## src/rtl/console_pkg.sv

```systemverilog
`default_nettype none
// ============================================================================
//  Module      : console_pkg
//  Description : Shared definitions for the 26-bit RGB pixel stream used by
//                the timing generator, console grid engine and glyph renderer.
//                Stream layout: [0] Active, [1] VS, [2] HS, [12:3] YC,
//                [22:13] XC, [25:23] RGB.
//  Revision    : 1.0 - initial release
// ============================================================================
package console_pkg;

    localparam int STREAM_W = 26;

    // Bit positions of the stream fields
    localparam int ACTIVE  = 0;
    localparam int VS      = 1;
    localparam int HS      = 2;
    localparam int YC_LSB  = 3;
    localparam int XC_LSB  = 13;
    localparam int RGB_LSB = 23;

    localparam int COORD_W = 10;

    // Field view of the stream; bit-identical to the flat vector
    typedef struct packed {
        logic [2:0]         rgb;
        logic [COORD_W-1:0] xc;
        logic [COORD_W-1:0] yc;
        logic               hs;
        logic               vs;
        logic               active;
    } rgbstr_t;

endpackage : console_pkg
`default_nettype wire

```

## src/rtl/rgbstr_delay.sv

```systemverilog
`default_nettype none
// ============================================================================
//  Module      : rgbstr_delay
//  Description : Fixed-depth shift-register delay line with asynchronous
//                active-low clear. DEPTH = 0 degenerates to a wire.
//  Ports       : px_clk  - pixel clock
//                rst_n   - asynchronous active-low reset (clears all taps)
//                i_data  - WIDTH-bit input
//                o_data  - i_data delayed DEPTH cycles
//  Revision    : 1.0 - initial release
// ============================================================================
module rgbstr_delay #(
    parameter int DEPTH = 2,
    parameter int WIDTH = 26
) (
    input  logic             px_clk,
    input  logic             rst_n,
    input  logic [WIDTH-1:0] i_data,
    output logic [WIDTH-1:0] o_data
);

    generate
        if (DEPTH == 0) begin : g_pass
            assign o_data = i_data;
        end else begin : g_pipe
            logic [WIDTH-1:0] r_pipe [DEPTH];

            always_ff @(posedge px_clk or negedge rst_n) begin
                if (!rst_n) begin
                    for (int i = 0; i < DEPTH; i++) begin
                        r_pipe[i] <= '0;
                    end
                end else begin
                    r_pipe[0] <= i_data;
                    for (int i = 1; i < DEPTH; i++) begin
                        r_pipe[i] <= r_pipe[i-1];
                    end
                end
            end

            assign o_data = r_pipe[DEPTH-1];
        end
    endgenerate

endmodule : rgbstr_delay
`default_nettype wire

```

## src/rtl/dyn_console_grid.sv

```systemverilog
`default_nettype none
// ============================================================================
//  Module      : dyn_console_grid
//  Description : Text-console grid engine. Maps each pixel of the RGB stream
//                to a character cell, issues the VRAM address of that cell
//                (with vertical wrap-around scrolling), flags the cursor cell
//                and delays the stream to match VRAM/glyph-ROM latency.
//  Ports       : px_clk, rst_n          - clock, async active-low reset
//                RGBStr_i / RGBStr_o    - pixel stream in / delayed LAT cycles
//                addr_vram, addr_vld    - cell address, cell-in-grid (lat 1)
//                glyph_col, glyph_row   - pixel offset inside glyph (lat 1)
//                pos_x, pos_y           - cell pixel origin (lat LAT)
//                scroll_i, scroll_we    - first displayed row request
//                cursor_x, cursor_y     - cursor cell (screen coordinates)
//                cursor_hit             - current cell is cursor (lat LAT)
//  Options     : DYN_CONSOLE_CURSOR_BLINK_EN - gate cursor_hit with bit
//                BLINK_BIT of a frame counter clocked by VS rising edges.
//  Revision    : 1.0 - initial release
// ============================================================================
module dyn_console_grid
    import console_pkg::*;
#(
    parameter int GLYPH_W   = 16,
    parameter int GLYPH_H   = 16,
    parameter int COLS      = 40,
    parameter int ROWS      = 30,
    parameter int ADDR_W    = 11,
    parameter int LAT       = 2,
    parameter int X_OFFSET  = 1,
    parameter int BLINK_BIT = 4
) (
    input  logic                        px_clk,
    input  logic                        rst_n,
    input  logic [STREAM_W-1:0]         RGBStr_i,
    output logic [STREAM_W-1:0]         RGBStr_o,
    output logic [ADDR_W-1:0]           addr_vram,
    output logic                        addr_vld,
    output logic [$clog2(GLYPH_W)-1:0]  glyph_col,
    output logic [$clog2(GLYPH_H)-1:0]  glyph_row,
    output logic [9:0]                  pos_x,
    output logic [9:0]                  pos_y,
    input  logic [$clog2(ROWS)-1:0]     scroll_i,
    input  logic                        scroll_we,
    input  logic [$clog2(COLS)-1:0]     cursor_x,
    input  logic [$clog2(ROWS)-1:0]     cursor_y,
    output logic                        cursor_hit
);

    localparam int c_gw_bits = $clog2(GLYPH_W);
    localparam int c_gh_bits = $clog2(GLYPH_H);
    localparam int c_rw      = $clog2(ROWS);
    localparam int c_side_w  = 21;      // pos_x, pos_y, cursor_hit

    // Cell arithmetic is done in a comfortably wide field so that the
    // out-of-grid compares see the true column/row values.
    localparam logic [23:0]   c_cols   = 24'(COLS);
    localparam logic [23:0]   c_rows   = 24'(ROWS);
    localparam logic [c_rw:0] c_rows_s = ROWS[c_rw:0];

    // Elaboration-time guard against unsupported configurations
    generate
        if (GLYPH_W < 4 || GLYPH_W > 32 || (GLYPH_W & (GLYPH_W - 1)) != 0 ||
            GLYPH_H < 4 || GLYPH_H > 32 || (GLYPH_H & (GLYPH_H - 1)) != 0 ||
            LAT < 1 || LAT > 8 || BLINK_BIT < 0 || BLINK_BIT > 7 ||
            COLS * ROWS > (1 << ADDR_W)) begin : g_param_err
            $error("dyn_console_grid: unsupported parameter set");
        end
    endgenerate

    // ------------------------------------------------------------------
    // Stage 0: combinational cell decode
    // ------------------------------------------------------------------
    logic [9:0]  w_xc;
    logic [9:0]  w_yc;
    logic        w_vs;
    logic [23:0] w_col;
    logic [23:0] w_row;
    logic [23:0] w_sum;
    logic [23:0] w_erow;
    logic [ADDR_W-1:0] w_addr;
    logic        w_in_grid;
    logic        w_cur;
    logic        w_blink;
    logic        w_vs_rise;
    logic [9:0]  w_px;
    logic [9:0]  w_py;

    logic [c_rw-1:0] r_scroll;
    logic [c_rw-1:0] r_pend_val;
    logic            r_pend;
    logic            r_vs_prev;

    assign w_xc = RGBStr_i[XC_LSB +: 10];
    assign w_yc = RGBStr_i[YC_LSB +: 10];
    assign w_vs = RGBStr_i[VS];

    assign w_col = 24'(w_xc >> c_gw_bits);
    assign w_row = 24'(w_yc >> c_gh_bits);

    assign w_in_grid = (w_col < c_cols) && (w_row < c_rows);

    // row + scroll never exceeds 2*ROWS-2 while in grid, so a single
    // conditional subtract is enough for the wrap.
    assign w_sum  = w_row + 24'(r_scroll);
    assign w_erow = (w_sum >= c_rows) ? (w_sum - c_rows) : w_sum;
    assign w_addr = ADDR_W'(w_erow * c_cols + w_col);

    assign w_cur = w_in_grid && (w_col == 24'(cursor_x)) && (w_row == 24'(cursor_y));

    assign w_px = (w_xc & ~10'(GLYPH_W - 1)) - 10'(X_OFFSET);
    assign w_py = w_yc & ~10'(GLYPH_H - 1);

    assign w_vs_rise = w_vs & ~r_vs_prev;

    // ------------------------------------------------------------------
    // Scroll control: requests are held pending and applied only on the
    // VS rising edge so a frame is never drawn with two scroll values.
    // ------------------------------------------------------------------
    always_ff @(posedge px_clk or negedge rst_n) begin
        if (!rst_n) begin
            r_vs_prev  <= 1'b0;
            r_scroll   <= '0;
            r_pend     <= 1'b0;
            r_pend_val <= '0;
        end else begin
            r_vs_prev <= w_vs;
            if (w_vs_rise && r_pend) begin
                r_scroll <= r_pend_val;
                r_pend   <= 1'b0;
            end
            // A write on the edge cycle overrides the clear above and
            // becomes pending for the next frame.
            if (scroll_we && ({1'b0, scroll_i} < c_rows_s)) begin
                r_pend_val <= scroll_i;
                r_pend     <= 1'b1;
            end
        end
    end

`ifdef DYN_CONSOLE_CURSOR_BLINK_EN
    logic [7:0] r_frame;

    always_ff @(posedge px_clk or negedge rst_n) begin
        if (!rst_n) begin
            r_frame <= 8'd0;
        end else if (w_vs_rise) begin
            r_frame <= r_frame + 8'd1;
        end
    end

    assign w_blink = r_frame[BLINK_BIT];
`else
    assign w_blink = 1'b1;
`endif

    // ------------------------------------------------------------------
    // Stage 1: registered address and side-band
    // ------------------------------------------------------------------
    logic [c_side_w-1:0] r_side;
    logic [c_side_w-1:0] w_side_o;

    always_ff @(posedge px_clk or negedge rst_n) begin
        if (!rst_n) begin
            addr_vram <= '0;
            addr_vld  <= 1'b0;
            glyph_col <= '0;
            glyph_row <= '0;
            r_side    <= '0;
        end else begin
            addr_vram <= w_in_grid ? w_addr : '0;
            addr_vld  <= w_in_grid;
            glyph_col <= w_xc[c_gw_bits-1:0];
            glyph_row <= w_yc[c_gh_bits-1:0];
            r_side    <= {w_px, w_py, w_cur & w_blink};
        end
    end

    // ------------------------------------------------------------------
    // Output alignment: stream delayed LAT, side-band a further LAT-1
    // after its stage-1 register so both change on the same edge.
    // ------------------------------------------------------------------
    rgbstr_delay #(
        .DEPTH (LAT),
        .WIDTH (STREAM_W)
    ) u_stream_dly (
        .px_clk (px_clk),
        .rst_n  (rst_n),
        .i_data (RGBStr_i),
        .o_data (RGBStr_o)
    );

    rgbstr_delay #(
        .DEPTH (LAT - 1),
        .WIDTH (c_side_w)
    ) u_side_dly (
        .px_clk (px_clk),
        .rst_n  (rst_n),
        .i_data (r_side),
        .o_data (w_side_o)
    );

    assign {pos_x, pos_y, cursor_hit} = w_side_o;

endmodule : dyn_console_grid
`default_nettype wire

```

## config.mk

```make
export PLATFORM = sky130hd
export DESIGN_NAME = dyn_console_grid
export DESIGN_NICKNAME = d
export VERILOG_FILES = /design/src/rtl/console_pkg.sv /design/src/rtl/rgbstr_delay.sv /design/src/rtl/dyn_console_grid.sv
export SDC_FILE = /design/constraint.sdc
export NUM_CORES = 1
export LEC_CHECK = 0
export ABC_CLOCK_PERIOD_IN_PS = 10200
export CORE_MARGIN = 8
export CORE_UTILIZATION = 51
export CTS_CLUSTER_DIAMETER = 60
export CTS_CLUSTER_SIZE = 8
export DETAILED_ROUTE_END_ITERATION = 10
export MAX_ROUTING_LAYER = met4
export PLACE_DENSITY = 0.85
export SLEW_MARGIN = 0
export SYNTH_ARGS = -nofsm -noshare
export SYNTH_HDL_FRONTEND = slang
export SYNTH_SLANG_ARGS = --single-unit
```

## constraint.sdc

```tcl
create_clock -name px_clk -period 10.2 [get_ports px_clk]
set_input_delay 1.02 -clock px_clk [delete_from_list [all_inputs] [get_ports px_clk]]
set_output_delay 1.02 -clock px_clk [all_outputs]
set_load 0.03 [all_outputs]
```

-- Word level (Yosys, flattened, before mapping)
Index checks and enable logic that the tools add are counted.
- bitwise gates (word level): 2
- equality and inequality tests: 2
- $mul: 1
- add/subtract/negate cells: 4
- $lt $le $gt $ge: 4
- reduce and logical (&&, ||, !) cells: 6
- mux-type cells: 4
- operators by type and width (cell ; count):
    24-bit by 3-bit multiplier with 8-bit output (second input constant) ; 1
    24-bit two-way mux ; 1
    11-bit by 6-bit adder with 11-bit output ; 1
    11-bit two-way mux ; 1
    10-bit by 1-bit subtractor with 10-bit output (second input constant) ; 1
    7-bit by 5-bit subtractor with 8-bit output (second input constant) ; 1
    6-bit by 5-bit adder with 7-bit output ; 1
    7-bit by 5-bit >= comparator with 1-bit output (second input constant) ; 1
    6-bit by 5-bit equality test with 1-bit output ; 1
    6-bit equality test ; 1
    6-bit by 5-bit less-than comparator with 1-bit output (second input constant) ; 1
    6-bit less-than comparator (second input constant) ; 1
    1-bit logical AND ; 5
    5-bit less-than comparator (second input constant) ; 1
    1-bit two-way mux ; 2
    2-bit nonzero test ; 1
    1-bit AND ; 1
    1-bit NOT ; 1
- output and inout port bits: 67
- flip-flop bits (word level): 118
- input bits: 45

-- Longest topological paths before layout
Gate-level depths: netlist (run 1).
- word-level depth: 6
- mapped depth: 20

-- Cells and area by module
Synthesis (run 1) repeated with hierarchy kept, for this count alone.
- cell total of the unflattened synthesis: 296
- area, all modules: 4329.2 µm²
- by module, submodules not included (module ; cells each ; area each (µm²) ; instances):
    dyn_console_grid ; 197 ; 2307.2 ; 1
    rgbstr_delay at u_stream_dly ; 78 ; 1496.4 ; 1
    rgbstr_delay at u_side_dly ; 21 ; 525.5 ; 1

-- Worst setup path after synthesis (run 1)
OpenSTA, ideal clock, no wires.
- path kind: input port to flip-flop
- from: input RGBStr_i[7]
- to: register addr_vram[10]
- buffers on the path: 0
- slack: 5.635 ns
- arrival time: 4.434 ns
- cell stages on the path: 18
- library setup time: 0.132 ns
- required time: 10.068 ns
- path through: ha_1 -> fa_1 -> a211oi_2 -> nor3b_2 -> nor2_2 -> nand4_1 -> inv_2 -> nor2_2 -> mux2_2 -> ha_1 -> ha_1 -> inv_1 -> fa_1 -> nor3b_1 -> nand3_1 -> xnor2_1 -> xnor2_1 -> nor2_1
- longest elaborated chain between the ends: 6
- elaborated cells between the ends (all ways): 9
- those cells by class: add/sub (3); mul (1); order compare (2); mux (2); reduce/logical (1)
- ends and longest elaborated chain (what ; line ; source):
    start: declaration ; dyn_console_grid.sv:34 ; input logic [STREAM_W-1:0] RGBStr_i,
    6-bit by 5-bit adder with 7-bit output ; dyn_console_grid.sv:104 ; assign w_sum = w_row + 24'(r_scroll);
    7-bit by 5-bit subtractor with 8-bit output / 7-bit by 5-bit >= comparator with 1-bit output (equally long branches) ; dyn_console_grid.sv:105 ; assign w_erow = (w_sum >= c_rows) ? (w_sum - c_rows) : w_sum;
    24-bit two-way mux ; dyn_console_grid.sv:105 ;
    24-bit by 3-bit multiplier with 8-bit output ; dyn_console_grid.sv:106 ; assign w_addr = ADDR_W'(w_erow * c_cols + w_col);
    11-bit by 6-bit adder with 11-bit output ; dyn_console_grid.sv:106 ;
    11-bit two-way mux (*) ; dyn_console_grid.sv:170 ; addr_vram <= w_in_grid ? w_addr : '0;
    end signal: assignment ; dyn_console_grid.sv:170 ;
    end: declaration ; dyn_console_grid.sv:36 ; output logic [ADDR_W-1:0] addr_vram,
Mark *: on every way between the ends. The rest lies on a longest branch, timed or not.
A chain may end at the register's enable or synchronous reset.

-- Worst setup path after layout (run 1)
Same ends and word-level chain as after synthesis.

==> metrics, run 1 <==
dominant cells by area after synthesis=dfrtp_1 60%, buf_4 9.3%, ha_1 6.3%; crit path kind=primary input to flip-flop; hpwl dp=5.76 mm; #FFs+latches synth=between 90 and 100; Yosys top cell by area=dfrtp_1; post-route core utilization=67.4%; vias in the first global route=between 2000 and 2500; aggregate negative setup slack=0 ns; Hold Buf Count CTS=0; crit end category=flip-flop; post-CTS setup buffers=0; Worst Hold Path EP=u_side_dly.o_data[14]$_DFF_PN0_; Worst Hold Class=flip-flop to flip-flop; Via density=4.75; total track usage=approximately 15%; reg2reg setup slack=between 6 and 7 ns; Initial Util=a little over half; share of layout cells above drive strength 1=roughly a tenth; commonest non-fill, non-tap cell in the layout=clkdlybuf4s50_1; clock slew at reported path FFs=~0.090 ns; Clock Sinks=91; Hold Vio Cnt, Final=0; outcome=finished clean; CP Data Required Time=between 10 and 15 ns; Clock Tree Root=clkbuf_8; final instance area=about 0.0049 sq mm; CP Launch Point=RGBStr_i[7]; Worst setup SP type=primary input; Worst VDD drop=a little under 0.3 mV; Clock Tree Buf Depth=2; antenna-violating nets left=0; Chip Height=~100 um; FMAX=between 0.15 and 0.2 GHz; initial antenna violation count=0; core footprint=around 0.007 sq mm; CTS Buf Count=9; RSZ-0062 raised after global routing=no; cts repair resizes=0; WL/cell=between 15 and 20 um; row count=31; IO Count=roughly 110; final cycle utilization of the critical path=49.1%; Syn. warnings=0; Slew HR=~28%; crit path DAT=roughly 5.2 ns; critical hold path startpoint=r_side[14]$_DFF_PN0_; Die Footprint=approximately 0.010 sq mm; worst hold stages=0; DR DRC count=0; most frequent cells in the layout=106 x clkdlybuf4s50_1, 91 x dfrtp_1, 19 x xnor2_1, 19 x ha_1, 13 x inv_1; dpl cell area=0.00463 sq mm; Final Max Tran Viols=0; register area share after synthesis=around three fifths; Worst R2R Start=r_scroll[0]$_DFFE_PN0P_; GR Overflow Total=0; power density over the cells=about 250 mW/mm^2; die width=between 100 and 150 um; htree depth=3; Final min period=roughly 5.0 ns; top-area cell type share of the netlist area=between 60% and 70%; Max-Cap Viols=0; crit path max fanout=4; P_leak=between 2 and 2.5 nW; vias=about 2200; R2R depth=18; area grow syn2layout=28.5%; Setup violations, final=0; CTS tree=built; Net count, final=around 430; pin count of the biggest net entering global routing=about 90; number of port buffers=107; initial DRC count=between 40 and 50; post-synthesis cell count=just under 300; Worst-Margin Slew=around 1.1 ns; first-pass GRT wire length=around 12 mm; Ant. Diodes=0; WL final=~7.3 mm; R2R Path End=addr_vram[10]$_DFF_PN0_; tightest hold margin=roughly 0.35 ns; Final Power=about 1.2 mW; drt pass-1 iters=4; clock insertion delay at the later pin of the skew report=about 0.34 ns; synthesized area=between 0.003 and 0.004 sq mm; Synth Area per Inst=13.1 sq um; Max Clock Skew=around 0.014 ns; post-synth cell types=40; RePlAce Congestion=0.845
-- Yosys cell counts --
cell and count:
nor2_2 2, conb_1 2, ha_1 19, a21oi_1 7
inv_2 1, o21ai_1 3, a21o_1 4, and2_1 2
and3_1 1, xor2_1 9, nor3b_1 1, xnor2_1 19
dfrtp_1 91, or4_1 1, inv_1 13, o31ai_1 1
nand3b_1 2, or2_1 1, mux2i_1 1, nand3_1 4
a31oi_1 1, a2bb2oi_1 1, nor3_1 3, nor3b_2 1
o21ai_0 4, mux2_2 9, nor2b_1 3, nand4_1 6
nand2_1 8, nand3_2 1, buf_4 47, nor4_1 1
o21ba_2 1, fa_1 3, mux2_4 1, clkbuf_1 1
or2_2 1, o31a_1 1, nor2_1 11, a211oi_2 1
-- per-stage QoR --
step | worst slack, ns | std cells
final | 5.19 | 466
after global placement | 4.99 | 450
after CTS | 5.19 | 466
after global routing | 4.85 | 466
after detailed placement | 4.84 | 450
after floorplan | 5.63 | 292
-- per-layer routing --
metal | routed length (um) | vias to the layer above | share of wire (%) | GRT usage [%]
li1 | - | 1045 | - | -
met1 | 2950 | 1093 | 40 | 16.4
met2 | 3810 | 69 | 52 | 25.3
met3 | 446 | 8 | 6.1 | 3.81
met4 | 114 | 0 | 1.6 | 5.64
met5 | 0 | - | 0 | -
-- cells by family after synthesis --
family                     share of synthesized area [%]
DFF                                                 60.2
and+or+nand+nor                                     7.01
xor gates and xnor gates                            6.48
buffers and inverters                               10.8
other                                              0.199
AOI/OAI and AO/OA                                   4.07
adders and majority gates                           7.87
muxes                                               3.34
-- flip-flops by register name, indices dropped and copies added (netlist names) --
name,cells
u_side_dly.o_data,8
u_stream_dly.o_data,26
r_scroll,5
u_stream_dly.g_pipe.r_pipe,26
r_pend_val,5
r_pend,1
addr_vram,11
r_side,8
addr_vld,1
-- where the power goes --
group          switching (mW)  internal, mW  total, mW
logic                   0.280         0.239      0.518
registers              0.0115         0.393      0.404
clock network           0.123         0.147      0.270
total                   0.414         0.778       1.19
-- final cells by class --
type / count / area, sq um
Fill cell: 533 / 2350
Sequential cell: 91 / 2280
Multi-Input combinational cell: 139 / 1110
Timing Repair Buffer: 107 / 1070
Clock buffer: 10 / 138
Tap cell: 99 / 124
Clock inverter: 6 / 93.8
Inverter: 14 / 52.6
-- worst max-delay path by stage --
| stage | slack [ns] | to |
|---|---|---|
| 2_1_floorplan | 5.63 | addr_vram[10]$_DFF_PN0_ |
| 3_3_place_gp | 4.99 | addr_vram[10]$_DFF_PN0_ |
| 3_5_place_dp | 4.84 | addr_vram[10]$_DFF_PN0_ |
| 4_1_cts | 5.19 | addr_vram[10]$_DFF_PN0_ |
| 5_1_grt | 4.85 | addr_vram[10]$_DFF_PN0_ |
| 6_report | 5.19 | addr_vram[10]$_DFF_PN0_ |
-- critical path, stage by stage --
cell             delay [ns]
clkdlybuf4s50_1        0.47
ha_1                   0.25
fa_1                   0.41
a211oi_2               0.25
nor3b_2                0.11
nor2_2                 0.18
nand4_1                0.17
inv_2                  0.12
nor2_2                 0.06
mux2_2                 0.29
ha_1                   0.29
ha_1                   0.22
inv_1                  0.07
fa_1                   0.45
nor3b_1                0.35
nand3_1                0.14
xnor2_1                0.18
xnor2_1                0.14
nor2_1                 0.06
No activity file was read; power rests on OpenSTA's default activity.
==> inputs of run 2 (changes only) <==
ABC_CLOCK_PERIOD_IN_PS = 4950   (was 10200)
CORE_UTILIZATION = 47   (was 51)
PLACE_DENSITY = 0.8   (was 0.85)
clock period = 4.95 ns   (was 10.2 ns; I/O delays follow)
==> metrics, run 2 (synthesis results as in run 1) <==
Final min period=4.51 ns; row count=32; GR Overflow Total=0; final instance area=about 0.0049 sq mm; crit end category=flip-flop; cts repair resizes=0; pre-CTS WS=between 0.09 and 0.1 ns; share of layout cells above drive strength 1=under 10%; pin count of the biggest net entering global routing=47; total track usage=a little over an eighth; Slew HR=62.8%; CTS Buf Count=9; Hold Vio Cnt, Final=0; crit path max fanout=4; initial DRC count=54; outcome=finished clean; dpl cell area=between 0.004 and 0.005 sq mm; Setup violations, final=0; core footprint=between 0.007 and 0.008 sq mm; aggregate negative setup slack=0 ns; DR DRC count=0; Worst-Margin Slew=roughly 0.56 ns; CP Data Required Time=5.18 ns; Net count, final=430; post-route core utilization=between 60% and 70%; Chip Height=approximately 110 um; first-pass GRT wire length=11.7 mm; hpwl dp=~5.8 mm; vias=~2200; vias in the first global route=roughly 2400; Max Clock Skew=0.00685 ns; clock slew at reported path FFs=around 0.09 ns; Max-Cap Viols=0; drt pass-1 iters=4; crit path DAT=4.73 ns; clock insertion delay at the later pin of the skew report=0.34 ns; RSZ-0062 raised after global routing=no; Hold Buf Count CTS=0; Worst Hold Class=primary input to async pin; placed cell count=around 450; Ant. Diodes=0; WL final=7.30 mm; post-CTS setup buffers=0; commonest non-fill, non-tap cell in the layout=clkdlybuf4s50_1; Final Power=2.43 mW; reg2reg setup slack=approximately 0.69 ns; Final Max Tran Viols=0; die width=106 um; P_leak=~2.2 nW; htree depth=3; final worst slack=~0.44 ns; Clock Tree Root=clkbuf_8; final cycle utilization of the critical path=between 90% and 100%; CTS tree=built; crit path kind=primary input to flip-flop; RePlAce Congestion=0.854; initial antenna violation count=0; WL/cell=15.5 um; power density over the cells=~500 mW/mm^2; most frequent cells in the layout=106 x clkdlybuf4s50_1, 91 x dfrtp_1, 19 x xnor2_1, 19 x ha_1, 13 x inv_1; Worst VDD drop=around 0.38 mV; Initial Util=around half; FMAX=between 0.2 and 0.25 GHz; Worst setup SP type=primary input; IO Count=112; Via density=~4.7; Die Footprint=between 0.01 and 0.015 sq mm; antenna-violating nets left=0; Clock Tree Buf Depth=2; number of port buffers=roughly 110; area grow syn2layout=28.6%; final std cells w/o fill=470; Clock Sinks=91; tightest hold margin=0.126 ns
-- run 2: final timing paths --
| kind | start | end | cells after the start |
|---|---|---|---|
| max | RGBStr_i[7] | addr_vram[10]$_DFF_PN0_ | 19 |
| min | rst_n | u_stream_dly.o_data[25]$_DFF_PN0_ | 1 |
| max reg2reg | r_scroll[0]$_DFFE_PN0P_ | addr_vram[10]$_DFF_PN0_ | 18 |
| min reg2reg | r_side[0]$_DFF_PN0_ | u_side_dly.o_data[0]$_DFF_PN0_ | 0 |
| max in group asynchronous | rst_n | u_stream_dly.g_pipe.r_pipe[34]$_DFF_PN0_ | 2 |
| min in group px_clk | r_side[0]$_DFF_PN0_ | u_side_dly.o_data[0]$_DFF_PN0_ | 0 |
-- run 2: layout make-up --
cell class              count  area [sq um]
repair buffers            108          1080
clock inverters             6          95.1
well taps                 102           128
clock buffers              10           128
multi-input cells         139          1110
inverters                  14          52.6
flip-flops and latches     91          2280
fillers                   618          2900
-- run 2: report_power, final --
group,internal (mW),switching [mW]
Clock,0.291,0.253
Combinational,0.491,0.561
Sequential,0.809,0.0242
-- run 2: layer usage --
metal | wire length [um] | up-vias | global-route usage [%] | share of wire [%]
met2 | 3740 | 75 | 23.3 | 51
met1 | 2970 | 1079 | 14.4 | 41
met3 | 492 | 6 | 3.65 | 6.7
met5 | 0 | - | - | 0
li1 | - | 1048 | - | -
met4 | 98 | 0 | 5.53 | 1.3
-- run 2: worst max-delay path: stages --
cell	delay (ns)
clkdlybuf4s50_1	0.46
ha_1	0.25
fa_1	0.42
a211oi_2	0.28
nor3b_2	0.12
nor2_2	0.17
nand4_1	0.19
inv_2	0.12
nor2_2	0.06
mux2_2	0.29
ha_1	0.29
ha_1	0.22
inv_1	0.07
fa_1	0.46
nor3b_1	0.34
nand3_1	0.14
xnor2_1	0.18
xnor2_1	0.14
nor2_1	0.05
